--- config.mk ---
export PLATFORM = sky130hd
export DESIGN_NAME = mfp_uart_receiver
export DESIGN_NICKNAME = d
export VERILOG_FILES = /design/src/rtl/mfp_uart_pkg.sv /design/src/rtl/mfp_sync2.sv /design/src/rtl/mfp_uart_receiver.sv
export SDC_FILE = /design/constraint.sdc
export NUM_CORES = 1
export LEC_CHECK = 0
export BUFFER_PORTS_ARGS = -buffer_cell sky130_fd_sc_hd__buf_4
export CAP_MARGIN = 20
export CORE_UTILIZATION = 58
export DETAILED_ROUTE_END_ITERATION = 6
export GPL_ROUTABILITY_DRIVEN = 0
export PLACE_DENSITY = 0.78
export REMOVE_ABC_BUFFERS = 1
export SLEW_MARGIN = 20
export SYNTH_ARGS = -nofsm -noshare
export SYNTH_HDL_FRONTEND = slang
export SYNTH_SLANG_ARGS = --single-unit
--- constraint.sdc ---
create_clock -name HCLK -period 2.25 [get_ports HCLK]
set_input_delay 0.1125 -clock HCLK [delete_from_list [all_inputs] [get_ports HCLK]]
set_output_delay 0.1125 -clock HCLK [all_outputs]
set_load 0.01 [all_outputs]
--- src/rtl/mfp_uart_pkg.sv ---
// Shared UART definitions for the mfp_system serial link (receiver and future transmitter).
package mfp_uart_pkg;

  typedef enum logic [2:0] {
    ST_ARM   = 3'd0,
    ST_IDLE  = 3'd1,
    ST_START = 3'd2,
    ST_DATA  = 3'd3,
    ST_STOP  = 3'd4
  } uart_state_e;

  localparam int UART_DATA_BITS = 8;
  localparam int UART_STOP_BITS = 1;

  // Clock cycles per serial bit, rounded to nearest (10 MHz / 115200 -> 87).
  function automatic int clks_per_bit(input int clock_hz, input int baud);
    return (clock_hz + baud / 2) / baud;
  endfunction

endpackage

--- src/rtl/mfp_sync2.sv ---
// Two-flop synchronizer for an asynchronous single-bit input.
module mfp_sync2 #(
  parameter logic RESET_VAL = 1'b1
) (
  input  logic i_clk,
  input  logic i_rst_n,
  input  logic i_d,
  output logic o_q
);

  logic r_meta;
  logic r_sync;

  // Double-register the input; reset value matches the idle level of the line.
  always_ff @(posedge i_clk) begin
    if (!i_rst_n) begin
      r_meta <= RESET_VAL;
      r_sync <= RESET_VAL;
    end else begin
      r_meta <= i_d;
      r_sync <= r_meta;
    end
  end

  assign o_q = r_sync;

endmodule

--- src/rtl/mfp_uart_receiver.sv ---
// 8N1 UART receiver with one-entry holding register and sticky error flags.
module mfp_uart_receiver
  import mfp_uart_pkg::*;
#(
  parameter int CLKS_PER_BIT = 87
) (
  input  logic       HCLK,
  input  logic       HRESETn,
  input  logic       UART_RX,
  output logic [7:0] rx_data,
  output logic       rx_valid,
  input  logic       rx_ack,
  output logic       overrun,
  output logic       framing_error,
  input  logic       err_clear
);

  localparam int CW = (CLKS_PER_BIT > 1) ? $clog2(CLKS_PER_BIT) : 1;
  localparam logic [CW-1:0] C_LAST = CW'(CLKS_PER_BIT - 1);
  // START exits after CLKS_PER_BIT/2 counted cycles, landing mid start bit.
  localparam logic [CW-1:0] C_HALF = CW'(CLKS_PER_BIT / 2 - 1);
  localparam logic [2:0]    C_LAST_IDX = 3'(UART_DATA_BITS - 1);

  logic        w_rxs;
  uart_state_e r_state;
  logic [CW-1:0] r_cnt;
  logic [2:0]  r_idx;
  logic [7:0]  r_shift;
  logic        r_deliver;
  logic [7:0]  r_data;
  logic        r_valid;
  logic        r_ovr;
  logic        r_ferr;

  mfp_sync2 #(.RESET_VAL(1'b1)) u_sync (
    .i_clk   (HCLK),
    .i_rst_n (HRESETn),
    .i_d     (UART_RX),
    .o_q     (w_rxs)
  );

  // Frame FSM, holding register and sticky flags; set events are written
  // after the clear so a coincident set wins.
  always_ff @(posedge HCLK) begin
    if (!HRESETn) begin
      r_state   <= ST_ARM;
      r_cnt     <= '0;
      r_idx     <= '0;
      r_shift   <= '0;
      r_deliver <= 1'b0;
      r_data    <= '0;
      r_valid   <= 1'b0;
      r_ovr     <= 1'b0;
      r_ferr    <= 1'b0;
    end else begin
      r_deliver <= 1'b0;

      if (err_clear) begin
        r_ovr  <= 1'b0;
        r_ferr <= 1'b0;
      end

      // A delivered byte lands one edge after the stop sample.
      if (r_deliver) begin
        if (!r_valid || rx_ack) begin
          r_data  <= r_shift;
          r_valid <= 1'b1;
        end else begin
          r_ovr <= 1'b1;
        end
      end else if (rx_ack && r_valid) begin
        r_valid <= 1'b0;
      end

      case (r_state)
        ST_ARM: begin
          // Require a full idle bit time before accepting a start edge.
          if (!w_rxs) begin
            r_cnt <= '0;
          end else if (r_cnt == C_LAST) begin
            r_cnt   <= '0;
            r_state <= ST_IDLE;
          end else begin
            r_cnt <= r_cnt + 1'b1;
          end
        end
        ST_IDLE: begin
          if (!w_rxs) begin
            r_cnt   <= '0;
            r_state <= ST_START;
          end
        end
        ST_START: begin
          if (r_cnt == C_HALF) begin
            r_cnt   <= '0;
            r_idx   <= '0;
            r_state <= w_rxs ? ST_IDLE : ST_DATA;
          end else begin
            r_cnt <= r_cnt + 1'b1;
          end
        end
        ST_DATA: begin
          if (r_cnt == C_LAST) begin
            r_cnt          <= '0;
            r_shift[r_idx] <= w_rxs;
            if (r_idx == C_LAST_IDX) begin
              r_state <= ST_STOP;
            end else begin
              r_idx <= r_idx + 1'b1;
            end
          end else begin
            r_cnt <= r_cnt + 1'b1;
          end
        end
        ST_STOP: begin
          if (r_cnt == C_LAST) begin
            r_cnt <= '0;
            if (w_rxs) begin
              r_deliver <= 1'b1;
              r_state   <= ST_IDLE;
            end else begin
              // Break or bad stop: drop the byte and wait for a clean idle bit.
              r_ferr  <= 1'b1;
              r_state <= ST_ARM;
            end
          end else begin
            r_cnt <= r_cnt + 1'b1;
          end
        end
        default: r_state <= ST_ARM;
      endcase
    end
  end

  assign rx_data       = r_data;
  assign rx_valid      = r_valid;
  assign overrun       = r_ovr;
  assign framing_error = r_ferr;

endmodule

==> reports/results.ini, run 1 <==
[cts]
cts_buffers=5
cts_root_buffer=clkbuf_4
cts_setup_buffers=0
htree_levels=2
cts.sinks=35
path_clk_slew_ns=0.12
clkLatencyLatePin_ns=0.35
cts_tree=yes
clockBufferDepth=2

[floorplanning]
start_util=0.625
die-area_mm2=0.00328
die_w_um=57.2
num_io_pins=16
die_y_um=57.2
coreArea_mm2=0.00283
rows=19

[place]
dp_slack_ns=0.219
dp.cells=245
port_buffers=15
dp_hpwl_um=2720

[finish]
regArea_um2=701
area_growth_pct=12.2
multi_input_area_um2=985
nNetsFinal=231
layoutNonFillerInstCount=254
fillCellCount=239
drive_gt1_frac=0.139
antenna_cells=0

[detailed_routing]
drc=3
wl_per_cell_um=14.8
avgViaCountPerCell=6.23
drt_iter0_drc=78
ant_nets=0
dr_total_vias=1582
routed_wl_um=3770
first_pass_iters=6

[grt]
grt_pass1_wl_um=6800
grt_pass1_vias=1480
grt_usage=0.269
grt_max_degree=26
antenna_found_initial=0
grt_remaining_overflow=0

[synthesis]
synthXorXnorAreaFrac=0.00990
synth.cell_area_mm2=0.00177
yosys.area_share.simple=0.275
ys_seq_elements=35
muxShareOfSynthArea=0.0622
yosys.area_share.adder=0.0283
postSynthAreaPerCell_um2=8.51
ys_types=40
synth_compound_area_frac=0.181
synth_top_family_by_area=simple AND/OR/NAND/NOR gates
ys_seq_area_frac=0.396
syn_inst=208
yosysWarnings=0

[setup_path]
slowest_delay_ns=0.56
crit_type=reg -> reg
r2r_slack_ns=0.20
worstPathRequired_ns=2.54
critPathLaunchType=flop
slowest_stage=or4_1
startpoint=r_cnt[1]
endpoint_kind=flop
r2r_start=r_cnt[1]
cp_data_arrival_time_ns=2.34
worstPathCellList=ha_1 -> nand2b_1 -> or3_1 -> or4_1 -> a21oi_1
cp_max_fo=13

[sta]
fin_ws_ns=0.197
min_period_ns=2.05
clock_skew_ns=0.00878
finalSetupTns_ns=0
finalSetupViolCount=0
fmax_ghz=0.487
hold_viol_final=0
slew_violations=0
slew-limit-headroom=0.469
post-route-period-util=0.912
tightest_slew_ns=0.795
rsz0062_at_grt=no

[power_and_ir_drop]
peakVddDrop_uv=475
pwr-share-comb=0.151
power_frac_clock=0.344
seq_power_share=0.504
p_leak_nw=0.780
netSwitchingFraction=0.282
p_per_area_mw_per_mm2=672
p_int_mw=0.957
power.net_switching_mw=0.376

[run_status]
violations=DRC
status=finished with violations

[min_path]
min_path_type=in -> reg
min_from=HRESETn

[flow_run]
maxCapViolCount=0

==> power by group through the flow <==
stage,Sequential (mW),Clock [mW],Combinational [mW]
floorplan,0.687,0,0.136
global placement,0.682,0,0.187
detailed placement,0.686,0,0.197
CTS,0.672,0.473,0.198
global route,0.675,0.491,0.222
finish,0.672,0.459,0.202
==> state kept, by name, summed over array words and instances (netlist names) <==
register	flops
u_sync.r_meta	1
rx_valid	1
r_deliver	1
overrun	1
r_shift	8
framing_error	1
rx_data	8
r_idx	3
r_state	3
r_cnt	7
u_sync.o_q	1
==> worst paths after layout <==
check               endpoint  depth (start not counted)
setup / recovery  r_shift[7]                          5
hold / removal    u_sync.o_q                          2
setup reg to reg  r_shift[7]                          5
hold reg to reg   u_sync.o_q                          1
==> cells by family (layout without fill, tap and decap cells) <==
logic type | count (synthesis) | after routing
buffers and inverters | 20 | 35
XOR/XNOR | 2 | 2
AO/OA/AOI/OAI | 47 | 47
adder cells (fa/ha/maj) | 4 | 4
flip-flops | 35 | 35
AND/OR/NAND/NOR | 89 | 89
multiplexers | 11 | 11
==> timing repair <==
item,CTS,global route
gates resized for setup,0,0
endpoints found under the hold margin,1,0
hold buffers,1,0
==> placed cells by master, fill, tap and decap left out, types with 6 or more instances in the layout <==
cell type / n
dfxtp_1: 35
or4_1: 6
mux2i_1: 11
nand3_1: 8
o21ai_0: 7
a21oi_1: 11
inv_1: 7
nor2_1: 18
o31ai_1: 6
nand4_1: 8
nand2b_1: 7
buf_4: 19
nor2b_1: 6
nand2_1: 16
==> Yosys cell counts <==
| library cell | number | area (um^2) |
|---|---|---|
| a211oi_1 | 5 | 37.5 |
| a21oi_1 | 11 | 55.1 |
| a221o_1 | 1 | 10.0 |
| a2bb2oi_1 | 1 | 8.76 |
| a311oi_1 | 1 | 8.76 |
| a31oi_1 | 1 | 6.26 |
| a32o_1 | 1 | 10.0 |
| and2_1 | 1 | 6.26 |
| buf_2 | 4 | 20.0 |
| buf_4 | 1 | 7.51 |
| clkbuf_1 | 8 | 30.0 |
| dfxtp_1 | 35 | 701 |
| ha_1 | 4 | 50.1 |
| inv_1 | 7 | 26.3 |
| mux2i_1 | 11 | 110 |
| nand2_1 | 16 | 60.1 |
| nand2b_1 | 7 | 43.8 |
| nand3_1 | 8 | 40.0 |
| nand3b_1 | 1 | 7.51 |
| nand4_1 | 8 | 50.1 |
| nand4b_4 | 1 | 23.8 |
| nor2_1 | 18 | 67.6 |
| nor2b_1 | 6 | 37.5 |
| nor3_1 | 5 | 25.0 |
| nor3b_1 | 2 | 15.0 |
| nor4_1 | 1 | 6.26 |
| nor4b_1 | 1 | 8.76 |
| o211ai_1 | 5 | 37.5 |
| o21a_1 | 1 | 7.51 |
| o21ai_0 | 7 | 35.0 |
| o21bai_1 | 1 | 7.51 |
| o221ai_1 | 1 | 8.76 |
| o22ai_1 | 1 | 6.26 |
| o31ai_1 | 6 | 45.0 |
| o32a_1 | 1 | 10.0 |
| o41ai_1 | 3 | 26.3 |
| or2_2 | 3 | 18.8 |
| or3_1 | 5 | 31.3 |
| or4_1 | 6 | 45.0 |
| xnor2_1 | 2 | 17.5 |
==> metrics by stage <==
stage | util | power (mW) | hold slack, ns | instance area [um^2]
after floorplan | - | 0.823 | 0.186 | 1710
after global placement | 0.669 | 0.869 | 0.299 | 1890
after detailed placement | 0.669 | 0.883 | 0.302 | 1890
after CTS | 0.701 | 1.34 | 0.0165 | 1980
after global routing | 0.701 | 1.39 | 0.0334 | 1980
final | 0.701 | 1.33 | 0.0344 | 1980
==> worst max-delay path: cells and delay by family (launching register included) <==
family | cells | cell delay [ns]
adder cells (fa/ha/maj) | 1 | 0.24
flip-flops | 1 | 0.41
AND/OR/NAND/NOR | 3 | 1.22
AO/OA/AOI/OAI | 1 | 0.13
==> per-layer routing <==
metal	GRT usage	share of wire	vias up
li1	-	-	794
met1	0.356	0.46	734
met2	0.434	0.46	44
met3	0.0590	0.055	10
met4	0.0976	0.018	0
met5	0	0	-
==> final cells by class <==
cell class,instances,share of cell area
multi-input combinational,153,0.496
clock inverter,3,0.0221
sequential,35,0.353
tap,31,0.0195
timing repair buffer,20,0.0769
clock buffer,5,0.0189
inverter,7,0.0132
Note: power is estimated with default switching activity, not from simulation.
==> inputs of run 2 (changes only) <==
--- a/config.mk
+++ b/config.mk
@@ -10,7 +10,7 @@
 export CORE_UTILIZATION = 58
 export DETAILED_ROUTE_END_ITERATION = 6
 export GPL_ROUTABILITY_DRIVEN = 0
-export PLACE_DENSITY = 0.78
+export PLACE_DENSITY = 0.79
 export REMOVE_ABC_BUFFERS = 1
 export SLEW_MARGIN = 20
 export SYNTH_ARGS = -nofsm -noshare
==> run 2 against run 1 <==
  * The run still ends with DRC left
  * Die area stayed put
  * First-iteration DRC count is 21% lower
  * Worst hold slack better by 0.0066 ns
  * Register-to-register slack worse by 0.05 ns
  * Combinational power is 4% higher
  * Sequential power hardly changed
  * Flip-flop and latch count stayed put
  * Count of clock-buffer cells in the layout stayed put
  * Wire length is 2.4% higher
  * Critical path type unchanged
  * Critical endpoint unchanged
  * Highest routed layer unchanged
==> reports/results.ini, run 2 (same netlist as run 1, synthesis figures left out) <==
[sta]
rsz0062_at_grt=no
post-route-period-util=0.936  ; +0.0234
slew_violations=0  ; unchanged
min_period_ns=2.11  ; +0.0526 ns
fmax_ghz=0.475  ; -2.5%
whs_ns=0.0410  ; +0.00657 ns
hold_viol_final=0  ; unchanged
slew-limit-headroom=0.504  ; +0.0348
clock_skew_ns=0.0151  ; +0.00633 ns
tightest_slew_ns=0.743  ; -0.0522 ns
finalSetupTns_ns=0  ; unchanged
finalSetupViolCount=0  ; unchanged

[run_status]
status=finished with violations
violations=DRC

[floorplanning]
num_io_pins=16  ; unchanged
rows=19  ; unchanged
coreArea_mm2=0.00283  ; unchanged
start_util=0.625  ; unchanged
die-area_mm2=0.00328  ; unchanged
die_y_um=57.2  ; unchanged
die_w_um=57.2  ; unchanged

[grt]
grt_max_degree=26  ; unchanged
grt_remaining_overflow=0  ; unchanged
grt_pass1_vias=1604  ; +8.4%
antenna_found_initial=0  ; unchanged
grt_pass1_wl_um=6820  ; +0.31%
grt_usage=0.267  ; -0.00179

[detailed_routing]
dr_wl_met2_um=1940  ; +11%
wl_per_cell_um=15.2  ; +2.4%
wl_met1_um=1640  ; -5.6%
first_pass_iters=7  ; +1
drt_iter0_drc=62  ; -21%
drc=1  ; -2
wl_met3_um=203  ; -2.4%
avgViaCountPerCell=6.36  ; +2.1%
ant_nets=0  ; unchanged
highest_layer=met4
routed_wl_um=3860  ; +2.4%
dr_total_vias=1615  ; +2.1%

[cts]
cts_setup_buffers=0  ; unchanged
clockBufferDepth=2  ; unchanged
cts.sinks=35  ; unchanged
cts_buffers=5  ; unchanged
path_clk_slew_ns=0.12  ; about the same
cts_root_buffer=clkbuf_4
cts_tree=yes
clkLatencyLatePin_ns=0.34  ; about the same
htree_levels=2  ; unchanged

[power_and_ir_drop]
peakVddDrop_uv=456  ; -4.0%
p_leak_nw=0.782  ; +0.30%
p_per_area_mw_per_mm2=670  ; -0.27%

[setup_path]
crit_type=reg -> reg
startpoint=r_cnt[0]
slowest_delay_ns=0.56  ; about the same
timing.critical_path.max_delay_family=simple AND/OR/NAND/NOR gates
worstPathRequired_ns=2.52  ; -0.02 ns
cp_max_fo=13  ; unchanged
cp_data_arrival_time_ns=2.38  ; +0.04 ns
cp_num_buf_inv=1  ; +1
critPathLaunchType=flop
endpoint_kind=flop
r2r_start=r_cnt[0]
worstPathCellList=inv_1 -> ha_1 -> nand2b_1 -> or3_1 -> or4_1 -> a21oi_1
slowest_stage=or4_1

[finish]
layout_common_cells=dfxtp_1, buf_4, nor2_1
layout_commonest_cell=dfxtp_1
area_growth_pct=12.5
fillCellCount=233  ; -2.5%
antenna_cells=0  ; unchanged
nNetsFinal=231  ; unchanged
drive_gt1_frac=0.143  ; +0.00448

[flow_run]
maxCapViolCount=0  ; unchanged

[place]
dp_hpwl_um=2710  ; -0.18%
port_buffers=15  ; unchanged

[min_path]
min_from=HRESETn
min_path_type=in -> reg

## run 2: cell types whose count changed in the layout (fill, tap and decap cells not counted)
cell | before | now
nor4b_2 | 0 | 1
nor4b_1 | 1 | 0
## run 2: layout make-up
cell class	instances	area, um^2	share of cell area
Clock buffer	5	37.5	0.0189
Timing Repair Buffer	20	153	0.0767
Sequential cell	35	701	0.352
Multi-Input combinational cell	153	991	0.498
Clock inverter	3	43.8	0.0220
Inverter	7	26.3	0.0132
Tap cell	31	38.8	0.0195
## run 2: repair_timing
action	4_1_cts	5_1_grt
hold endpoints to repair	1	0
endpoints found under the setup margin	0	1
gates resized for setup	0	1
hold buffers	1	0
## run 2: metal layers
layer | vias up | global-route usage
li1 | 796 | -
met1 | 755 | 0.319
met2 | 55 | 0.459
met3 | 9 | 0.0612
met4 | 0 | 0.118
met5 | - | 0
## run 2: stage by stage
| stage | utilization | total power [mW] | instance area (um^2) | setup WS (ns) | cells |
|---|---|---|---|---|---|
| final | 0.704 | 1.33 | 1990 | 0.144 | 254 |
| after detailed placement | 0.669 | 0.880 | 1890 | 0.197 | 245 |
| after CTS | 0.701 | 1.33 | 1980 | 0.149 | 254 |
| after floorplan | - | 0.823 | 1710 | 0.375 | 195 |
| after global placement | 0.669 | 0.869 | 1890 | 0.298 | 245 |
| after global routing | 0.704 | 1.39 | 1990 | 0.0393 | 254 |
## run 2: where the power goes
part	leakage (nW)	internal (mW)	switching (mW)
logic	0.454	0.0843	0.125
registers	0.283	0.641	0.0303
clock network	0.0452	0.234	0.219
## run 2: path summary, 6_finish.rpt
check	endpoint	slack [ns]	cells past startpoint
hold reg to reg	u_sync.o_q	0.43	1
setup / recovery	r_shift[7]	0.14	6
hold / removal	u_sync.r_meta	0.04	2
setup reg to reg	r_shift[7]	0.14	6
## run 2: worst reg2reg max path, cell delays in order, from the launching register on
cell      delay [ns]
dfxtp_1         0.37
inv_1           0.08
ha_1            0.23
nand2b_1        0.14
or3_1           0.54
or4_1           0.56
a21oi_1         0.13
==> inputs of run 3 (changes only) <==
--- a/config.mk
+++ b/config.mk
@@ -10,8 +10,9 @@
 export CORE_UTILIZATION = 58
 export DETAILED_ROUTE_END_ITERATION = 6
 export GPL_ROUTABILITY_DRIVEN = 0
-export PLACE_DENSITY = 0.79
+export PLACE_DENSITY = 0.78
 export REMOVE_ABC_BUFFERS = 1
+export SETUP_SLACK_MARGIN = 0.4
 export SLEW_MARGIN = 20
 export SYNTH_ARGS = -nofsm -noshare
 export SYNTH_HDL_FRONTEND = slang
==> run 3 against run 2 <==
  * The run still ends with DRC left
  * Wire length increased by 4.6%
  * Register-to-register slack better by 0.30 ns
  * Clock power up 2%
  * Flip-flop and latch count unchanged
  * Critical path type unchanged
  * Critical endpoint unchanged
  * Highest routed layer unchanged
==> reports/results.ini, run 3 (same netlist as run 1, synthesis figures left out) <==
[run_status]
status=finished with violations
violations=DRC

[detailed_routing]
wl_met1_um=1810  ; +10%
ant_nets=0  ; unchanged
wl_per_cell_um=15.8  ; +3.8%
wl_met3_um=248  ; +22%
dr_wl_met2_um=1950  ; +0.31%
first_pass_iters=6  ; -1
highest_layer=met4
drt_iter0_drc=46  ; -26%
drc=6  ; +5
avgViaCountPerCell=6.36  ; about the same
dr_total_vias=1628  ; +0.80%
routed_wl_um=4040  ; +4.6%

[power_and_ir_drop]
p_leak_nw=0.797  ; +1.9%
peakVddDrop_uv=481  ; +5.5%
netSwitchingFraction=0.293  ; +0.0128
power_frac_clock=0.334  ; -0.005
power.net_switching_mw=0.406  ; +8.5%
pwr-share-comb=0.176  ; +0.019
seq_power_share=0.491  ; -0.013
p_per_area_mw_per_mm2=667  ; -0.44%
power.total_mw=1.38  ; +3.8%
p_int_mw=0.978  ; +2.0%

[min_path]
min_path_type=in -> reg
min_from=HRESETn
min_to=u_sync.o_q
min_path_cells=2  ; unchanged

[cts]
clockBufferDepth=2  ; unchanged
htree_levels=2  ; unchanged
path_clk_slew_ns=0.12  ; about the same
cts_tree=yes
cts.sinks=35  ; unchanged
cts_root_buffer=clkbuf_4
cts_buffers=5  ; unchanged
clkLatencyLatePin_ns=0.36  ; +0.02 ns

[sta]
fmax_ghz=0.555  ; +17%
finalSetupTns_ns=0  ; unchanged
slew_violations=0  ; unchanged
post-route-period-util=0.800  ; -0.135
slew-limit-headroom=0.472  ; -0.0320
rsz0062_at_grt=yes
tightest_slew_ns=0.791  ; +0.0479 ns
finalSetupViolCount=0  ; unchanged
hold_viol_final=0  ; unchanged
clock_skew_ns=0.0126  ; -0.00247 ns
fin_ws_ns=0.449  ; +0.305 ns
min_period_ns=1.80  ; -0.305 ns

[finish]
layout_common_cells=dfxtp_1, buf_4, nor2_1
area_growth_pct=17.3
layout_commonest_cell=dfxtp_1
antenna_cells=0  ; unchanged
nNetsFinal=233  ; +0.87%
drive_gt1_frac=0.213  ; +0.0698

[floorplanning]
num_io_pins=16  ; unchanged
start_util=0.625  ; unchanged
die_y_um=57.2  ; unchanged
die-area_mm2=0.00328  ; unchanged
die_w_um=57.2  ; unchanged
rows=19  ; unchanged
coreArea_mm2=0.00283  ; unchanged

[place]
port_buffers=15  ; unchanged
dp_slack_ns=0.219  ; +0.0216 ns
dp_hpwl_um=2720  ; +0.18%

[setup_path]
crit_type=reg -> reg
cp_data_arrival_time_ns=2.09  ; -0.29 ns
worstPathCellList=nand4b_4 -> or3_4 -> or4_1 -> a21oi_1
r2r_start=r_cnt[2]
slowest_delay_ns=0.52  ; -0.04 ns
reg2reg_depth=4  ; -2
critPathLaunchType=flop
timing.critical_path.max_delay_family=simple AND/OR/NAND/NOR gates
slowest_stage=or4_1
cp_num_buf_inv=0  ; -1
cp_max_fo=6  ; -7
r2r_end=r_shift[7]
r2r_slack_ns=0.45  ; +0.30 ns
worstPathRequired_ns=2.54  ; +0.02 ns
endpoint_kind=flop

[grt]
grt_pass1_wl_um=6850  ; +0.40%
grt_usage=0.271  ; +0.00371
grt_remaining_overflow=0  ; unchanged
grt_max_degree=26  ; unchanged
grt_pass1_vias=1481  ; -7.7%
antenna_found_initial=0  ; unchanged

[flow_run]
maxCapViolCount=0  ; unchanged

==> run 3: worst max-delay path by stage <==
stage / from / end / depth (start not counted)
5_1_grt: r_state[1] / r_cnt[5] / 4
6_report: r_cnt[2] / r_shift[7] / 4
3_3_place_gp: r_cnt[0] / r_shift[7] / 6
2_1_floorplan: r_state[0] / r_shift[7] / 4
4_1_cts: r_cnt[0] / r_shift[7] / 6
3_5_place_dp: r_cnt[0] / r_shift[7] / 6
==> run 3: power by group through the flow <==
stage / combinational, mW / sequential [mW] / clock [mW]
final: 0.243 / 0.680 / 0.462
after detailed placement: 0.197 / 0.686 / 0
after CTS: 0.202 / 0.672 / 0.473
after global placement: 0.187 / 0.682 / 0
after floorplan: 0.136 / 0.687 / 0
after global routing: 0.262 / 0.682 / 0.492
==> run 3: repair_timing <==
item,CTS,global route
hold endpoints to repair,1,0
gates resized for setup,4,14
cloned,0,1
buffers inserted,0,1
hold buffers,1,0
pin swaps,0,1
endpoints found under the setup margin,14,20
==> run 3: area by class of cell <==
class	count	area [um^2]
timing repair buffer	21	160
clock buffer	5	37.5
multi-input combinational	154	1060
tap	31	38.8
sequential	35	709
inverter	7	26.3
fill	226	753
clock inverter	3	43.8
==> run 3: metal layers <==
| layer | global-route usage | up-vias |
|---|---|---|
| met4 | 0.0976 | 0 |
| met3 | 0.0590 | 2 |
| met5 | 0 | - |
| met1 | 0.359 | 769 |
| met2 | 0.437 | 57 |
| li1 | - | 800 |
==> run 3: stage by stage <==
step	instances	util	area (um^2)	hold WS [ns]
after CTS	254	0.706	2000	0.0165
after global routing	256	0.734	2080	0.0275
final	256	0.734	2080	0.0308
after global placement	245	0.669	1890	0.299
after detailed placement	245	0.669	1890	0.302
after floorplan	195	-	1710	0.186
